## src/rtl/dport_enc8b10b_if.sv

```systemverilog
// Symbol bus between the scrambler, the 8b/10b encoder and the serializer.
// The encoder uses the slave modport.
interface dport_enc8b10b_if;
    logic [15:0] indata;
    logic [1:0]  inisk;
    logic [19:0] outdata;
    logic [1:0]  outerr;
    logic        outrd;

    modport master (output indata, output inisk, input outdata, input outerr, input outrd);
    modport slave  (input indata, input inisk, output outdata, output outerr, output outrd);
endinterface

```

## src/rtl/dport_enc8b10b.sv

```systemverilog
// Two-symbol 8b/10b encoder with a running-disparity chain. Latency is one cycle.
// There is no backpressure: one word is accepted every cycle.
module dport_enc8b10b (
    input  logic            clk,
    input  logic            reset,
    dport_enc8b10b_if.slave bus
);
    typedef struct packed {
        logic [9:0] code;
        logic       err;
        logic       rd;
    } sym_t;

    // 5b/6b codes, RD- column, written as abcdei with a in the MSB
    function automatic logic [5:0] f_tab6(input logic [4:0] x);
        case (x)
            5'd0:  f_tab6 = 6'b100111;  5'd1:  f_tab6 = 6'b011101;
            5'd2:  f_tab6 = 6'b101101;  5'd3:  f_tab6 = 6'b110001;
            5'd4:  f_tab6 = 6'b110101;  5'd5:  f_tab6 = 6'b101001;
            5'd6:  f_tab6 = 6'b011001;  5'd7:  f_tab6 = 6'b111000;
            5'd8:  f_tab6 = 6'b111001;  5'd9:  f_tab6 = 6'b100101;
            5'd10: f_tab6 = 6'b010101;  5'd11: f_tab6 = 6'b110100;
            5'd12: f_tab6 = 6'b001101;  5'd13: f_tab6 = 6'b101100;
            5'd14: f_tab6 = 6'b011100;  5'd15: f_tab6 = 6'b010111;
            5'd16: f_tab6 = 6'b011011;  5'd17: f_tab6 = 6'b100011;
            5'd18: f_tab6 = 6'b010011;  5'd19: f_tab6 = 6'b110010;
            5'd20: f_tab6 = 6'b001011;  5'd21: f_tab6 = 6'b101010;
            5'd22: f_tab6 = 6'b011010;  5'd23: f_tab6 = 6'b111010;
            5'd24: f_tab6 = 6'b110011;  5'd25: f_tab6 = 6'b100110;
            5'd26: f_tab6 = 6'b010110;  5'd27: f_tab6 = 6'b110110;
            5'd28: f_tab6 = 6'b001110;  5'd29: f_tab6 = 6'b101110;
            5'd30: f_tab6 = 6'b011110;  default: f_tab6 = 6'b101011;
        endcase
    endfunction

    // 3b/4b codes, RD- column, fghj with f in the MSB; kcol selects the K/A7 column
    function automatic logic [3:0] f_tab4(input logic [2:0] y, input logic kcol);
        case (y)
            3'd0:    f_tab4 = 4'b1011;
            3'd1:    f_tab4 = kcol ? 4'b0110 : 4'b1001;
            3'd2:    f_tab4 = kcol ? 4'b1010 : 4'b0101;
            3'd3:    f_tab4 = 4'b1100;
            3'd4:    f_tab4 = 4'b1101;
            3'd5:    f_tab4 = kcol ? 4'b0101 : 4'b1010;
            3'd6:    f_tab4 = kcol ? 4'b1001 : 4'b0110;
            default: f_tab4 = kcol ? 4'b0111 : 4'b1110;
        endcase
    endfunction

    function automatic sym_t f_enc(input logic [7:0] b, input logic k, input logic rd);
        logic [4:0] x;
        logic [2:0] y;
        logic       legal, k28, a7, use_k4, unb6, unb4, rd6;
        logic [5:0] c6;
        logic [3:0] c4;
        logic [9:0] msb;
        sym_t       s;
        x      = b[4:0];
        y      = b[7:5];
        legal  = k & ((x == 5'd28) |
                      ((y == 3'd7) & ((x == 5'd23) | (x == 5'd27) | (x == 5'd29) | (x == 5'd30))));
        k28    = legal & (x == 5'd28);
        c6     = k28 ? 6'b001111 : f_tab6(x);
        unb6   = ($countones(c6) != 3);
        // D.7 is neutral but still swaps to 000111 at RD+
        if (rd & (k28 | unb6 | (x == 5'd7)))
            c6 = ~c6;
        rd6    = rd ^ unb6;
        a7     = (y == 3'd7) & ((~rd6 & ((x == 5'd17) | (x == 5'd18) | (x == 5'd20))) |
                                ( rd6 & ((x == 5'd11) | (x == 5'd13) | (x == 5'd14))));
        use_k4 = legal | a7;
        c4     = f_tab4(y, use_k4);
        unb4   = ($countones(c4) != 2);
        if (rd6 & (use_k4 | unb4 | (y == 3'd3) | (y == 3'd7)))
            c4 = ~c4;
        msb    = {c6, c4};
        s.code = '0;
        for (int i = 0; i < 10; i++)
            s.code[i] = msb[9-i];
        s.err  = k & ~legal;
        s.rd   = rd6 ^ unb4;
        return s;
    endfunction

    logic [19:0] r_outdata;
    logic [1:0]  r_outerr;
    logic        r_rd;
    sym_t        w_s0;
    sym_t        w_s1;

    assign w_s0 = f_enc(bus.indata[7:0],  bus.inisk[0], r_rd);
    assign w_s1 = f_enc(bus.indata[15:8], bus.inisk[1], w_s0.rd);

    always_ff @(posedge clk) begin
        if (reset) begin
            r_outdata <= '0;
            r_outerr  <= '0;
            r_rd      <= 1'b0;
        end else begin
            r_outdata <= {w_s1.code, w_s0.code};
            r_outerr  <= {w_s1.err, w_s0.err};
            r_rd      <= w_s1.rd;
        end
    end

    assign bus.outdata = r_outdata;
    assign bus.outerr  = r_outerr;
    assign bus.outrd   = r_rd;
endmodule
```

## src/flat_wrapper.sv

```systemverilog
// flat-port wrapper written by rule: the top's interface ports become plain ports
module dport_enc8b10b_flat 
  (clk, reset, bus_indata, bus_inisk, bus_outdata, bus_outerr, bus_outrd);
  dport_enc8b10b_if bus_i ();
  input  logic clk;
  input  logic reset;
  input wire logic [$bits(bus_i.indata)-1:0] bus_indata;
  input wire logic [$bits(bus_i.inisk)-1:0] bus_inisk;
  output wire logic [$bits(bus_i.outdata)-1:0] bus_outdata;
  output wire logic [$bits(bus_i.outerr)-1:0] bus_outerr;
  output wire logic [$bits(bus_i.outrd)-1:0] bus_outrd;
  assign bus_i.indata = bus_indata;
  assign bus_i.inisk = bus_inisk;
  assign bus_outdata = bus_i.outdata;
  assign bus_outerr = bus_i.outerr;
  assign bus_outrd = bus_i.outrd;
  dport_enc8b10b u_core (.clk(clk), .reset(reset), .bus(bus_i));
endmodule
```

## config.mk

```make
export PLATFORM = sky130hd
export DESIGN_NAME = dport_enc8b10b_flat
export DESIGN_NICKNAME = d
export VERILOG_FILES = /design/src/rtl/dport_enc8b10b_if.sv /design/src/rtl/dport_enc8b10b.sv /design/src/flat_wrapper.sv
export SDC_FILE = /design/constraint.sdc
export NUM_CORES = 1
export LEC_CHECK = 0
export ABC_AREA = 1
export ABC_CLOCK_PERIOD_IN_PS = 19900
export BUFFER_PORTS_ARGS = -buffer_cell sky130_fd_sc_hd__buf_2
export CAP_MARGIN = 20
export CORE_AREA = 2 2 67 69
export CTS_CLUSTER_DIAMETER = 200
export CTS_CLUSTER_SIZE = 16
export DETAILED_ROUTE_END_ITERATION = 8
export DIE_AREA = 0 0 69 71
export PLACE_DENSITY_LB_ADDON = 0.2
export SLEW_MARGIN = 10
export SYNTH_ARGS = -nofsm -noshare
export SYNTH_HDL_FRONTEND = slang
export SYNTH_SLANG_ARGS = --single-unit
```

## constraint.sdc

```tcl
create_clock -name clk -period 19.9 [get_ports clk]
set_clock_uncertainty 0.2 [all_clocks]
set_input_delay 1.99 -clock clk [delete_from_list [all_inputs] [get_ports clk]]
set_output_delay 1.99 -clock clk [all_outputs]
set_load 0.1 [all_outputs]
```

==> summary.md <==
| Metric | Value |
|---|---|
| Startpoint types | input pin |
| Area used by multi-input combinational logic | 1710 um^2 |
| Crit Path Max Fanout | 7 |
| Final design area excluding fillers | 2700 um^2 |
| Largest net degree at the start of global routing | 21 |
| Leakage power | 1.44 nW |
| Final max-slew violation count | 0 |
| Number of antenna violations at the first check in global routing | 0 |
| Setup repair after global routing missed its margin | false |
| Count of antenna diodes in the layout | 0 |
| Yosys warning count | 0 |
| Average detailed-routed wire length per instance | 11.0 um |
| Routed WL | 5010 um |
| Post-placement cell area | 2660 um^2 |
| Worst-Skew Late Latency | 260 ps |
| Remaining max-slew budget at the tightest pin | 0.490 |
| Syn avg cell area | 6.66 um^2 |
| Std cell rows | 24 |
| Hold crit path type | reg -> reg |
| Die area | 4900 um^2 |
| Detailed router's first-iteration violation count | 135 |
| Least-Margin Pin Slew | 761 ps |
| Effective utilization at floorplan | 0.580 |
| CP Capture Type | register |
| Met1 routing resource usage after global routing | 0.261 |
| Clock-pin transition on the worst setup and hold timing paths | 80 ps |
| Die H | 71 um |
| Number of instances in the synthesized netlist | 366 |
| H-tree depth | 1 |
| Layout Utilization | 0.643 |
| Net Count, Synth | 420 |
| Count of nets left with antenna violations after detail routing | 0 |
| Result of the run | finished, final reports clean |
| Power Density | 130 nW/um^2 |
| Worst hold slack across all endpoints | 572 ps |
| Data arrival time of the worst path | 8820 ps |
| TritonCTS clock tree | yes |
| Period minus WS final | 8810 ps |
| Final weighted congestion in routability-driven placement | 0.979 |
| Hold-fix buffer count after cts | 0 |
| Core area | 4200 um^2 |
| Part of the total power dissipated in sequential elements | 0.190 |
| Maximum operating frequency | 0.113 GHz |
| Most area-consuming cells after synthesis | dfxtp_1 (19%), ha_1 (14%), nand2_1 (9.5%), inv_1 (7.1%), nand3_1 (6.6%) |
| Setup violators final | 0 |
| Switching fraction of total power | 0.629 |
| Number of distinct library cells after synthesis | 35 |
| Met3 track demand over resource in global routing | 0.0256 |
| Clock buffers created by TritonCTS | 3 |
| Post-detailed-route via-to-cell ratio | 5.37 |
| # port buffers | 42 |
| GR Util met2 | 0.365 |
| Max clock buf depth | 2 |
| Nets | 458 |
| Setup_tns | 0 ps |
| Combinational group share of total power | 0.728 |
| CTS Root Buffer Type | clkbuf_8 |
| Detailed Place HPWL | 4100 um |
| Area growth from synthesis to layout | 10.9% |
| Final hold violation count | 0 |
| Via count | 2,442 |
| Portion of the post-synthesis area used by sequential elements | 0.189 |
| GRT Residual Overflow | 0 |
| Number of clock sinks | 23 |
| Cell repeated most along the worst path | nand2_1 |
| Highest-delay cell along the critical path | fa_1 |
| First-pass iteration count of the detailed router | 4 |
| Required time worst endpoint | 19,910 ps |
| Gates resized, CTS repair | 0 |
| Global-route wire length before repair | 8710 um |
| Share of final-layout standard cells stronger than drive strength 1 | 0.196 |
| Area of the mapped netlist | 2440 um^2 |
| Switching power | 0.220 mW |
| GRT Util Overall | 0.208 |
| Max-capacitance violation count | 0 |
| Final period util | 0.443 |
| Slowest cell delay on critical path | 480 ps |
| Clock Power Share | 0.081 |
| Setup bufs post-CTS | 0 |
| Proportion of netlist area held by the largest area contributor | 0.189 |
| FILL cells | 392 |
| Library cell with the largest summed area after synthesis | dfxtp_1 |
| Ports placed on the boundary | 43 |
| VDD IR max | 74.9 uV |
| Classification of the worst setup path | in -> reg |
| Chip width | 69 um |
| Internal reg-to-reg setup slack | 14,560 ps |
| Number of DRC violations after detailed routing | 0 |
| Via count of the first global-routing pass | 2,125 |
| Grt peak-use layer | met2 |
| Cell internal pwr | 0.130 mW |
| Synth Register Bits | 23 |
| FF/Latch Area | 460 um^2 |
## placed cells by master, fill, tap and decap left out, types with 9 or more instances in the layout
cell type,n
a21oi_1,26
buf_2,42
dfxtp_1,23
ha_1,28
inv_1,46
inv_2,10
nand2_1,62
nand2_2,9
nand3_1,32
nor2_1,35
o21ai_0,29
## metal layers
metal  vias to the layer above  wire length (um)  part of all wire
met5                         -                 0                 0
met4                         0                64             0.013
met3                         8               178             0.036
met2                        56              2430              0.48
met1                      1075              2350              0.47
li1                       1303                 -                 -
## cells in the mapped netlist (all sizes together)
| library cell | n |
|---|---|
| ha | 28 |
| a211oi | 1 |
| nor4 | 1 |
| inv | 56 |
| o221ai | 2 |
| nand2 | 75 |
| a31oi | 7 |
| o22ai | 5 |
| o311ai | 1 |
| fa | 6 |
| a21oi | 28 |
| o2111ai | 1 |
| nand3 | 34 |
| nor3 | 5 |
| nand4 | 5 |
| clkbuf | 3 |
| a21boi | 1 |
| or2 | 1 |
| o211ai | 7 |
| nor2 | 37 |
| dfxtp | 23 |
| buf | 6 |
| o21ai | 33 |
## path summary, 6_finish.rpt
| kind | from | cells after the start | end |
|---|---|---|---|
| setup / recovery | bus_indata[0] | 49 | u_core.bus.outdata[16] |
| hold / removal | u_core.bus.outrd | 3 | u_core.bus.outdata[4] |
| setup reg to reg | u_core.bus.outrd | 35 | u_core.bus.outdata[16] |
| hold reg to reg | u_core.bus.outrd | 3 | u_core.bus.outdata[4] |
## cell families after synthesis
kind of cell	count (synthesis)	share of synthesized area
buffers and inverters	65	0.109
AOI/OAI and AO/OA	86	0.211
DFF	23	0.189
adders and majority gates	34	0.193
and+or+nand+nor	158	0.298
## worst max-delay path: cells and delay by family
kind	cells	cell delay (ps)
compound gates	2	360
simple gates	27	2510
buf+inv	10	800
fa+ha+maj	10	3140
## flip-flops by register name, summed over array words and instances (netlist names)
| signal | flops |
|---|---|
| u_core.bus.outdata | 20 |
| u_core.bus.outerr | 2 |
| u_core.bus.outrd | 1 |
## power groups by stage
stage	sequential (mW)	combinational [mW]	clock (mW)
2_1_floorplan	0.187	0.102	0
3_3_place_gp	0.0675	0.252	0
3_5_place_dp	0.0680	0.255	0
4_1_cts	0.0669	0.256	0.0297
5_1_grt	0.0680	0.278	0.0311
6_report	0.0666	0.255	0.0285
## layout make-up
type | count | area share
Inverter | 56 | 0.0778
Tap cell | 52 | 0.0241
Clock buffer | 4 | 0.0167
Multi-Input combinational cell | 278 | 0.633
Timing Repair Buffer | 42 | 0.0778
Sequential cell | 23 | 0.170
## metrics by stage
stage,setup WS (ps),power [mW],std cells
floorplan,11470,0.290,366
global placement,10890,0.320,451
detailed placement,10780,0.323,451
CTS,11060,0.353,455
global route,10080,0.377,455
finish,11090,0.350,455
(Power assumes the default switching activity.)
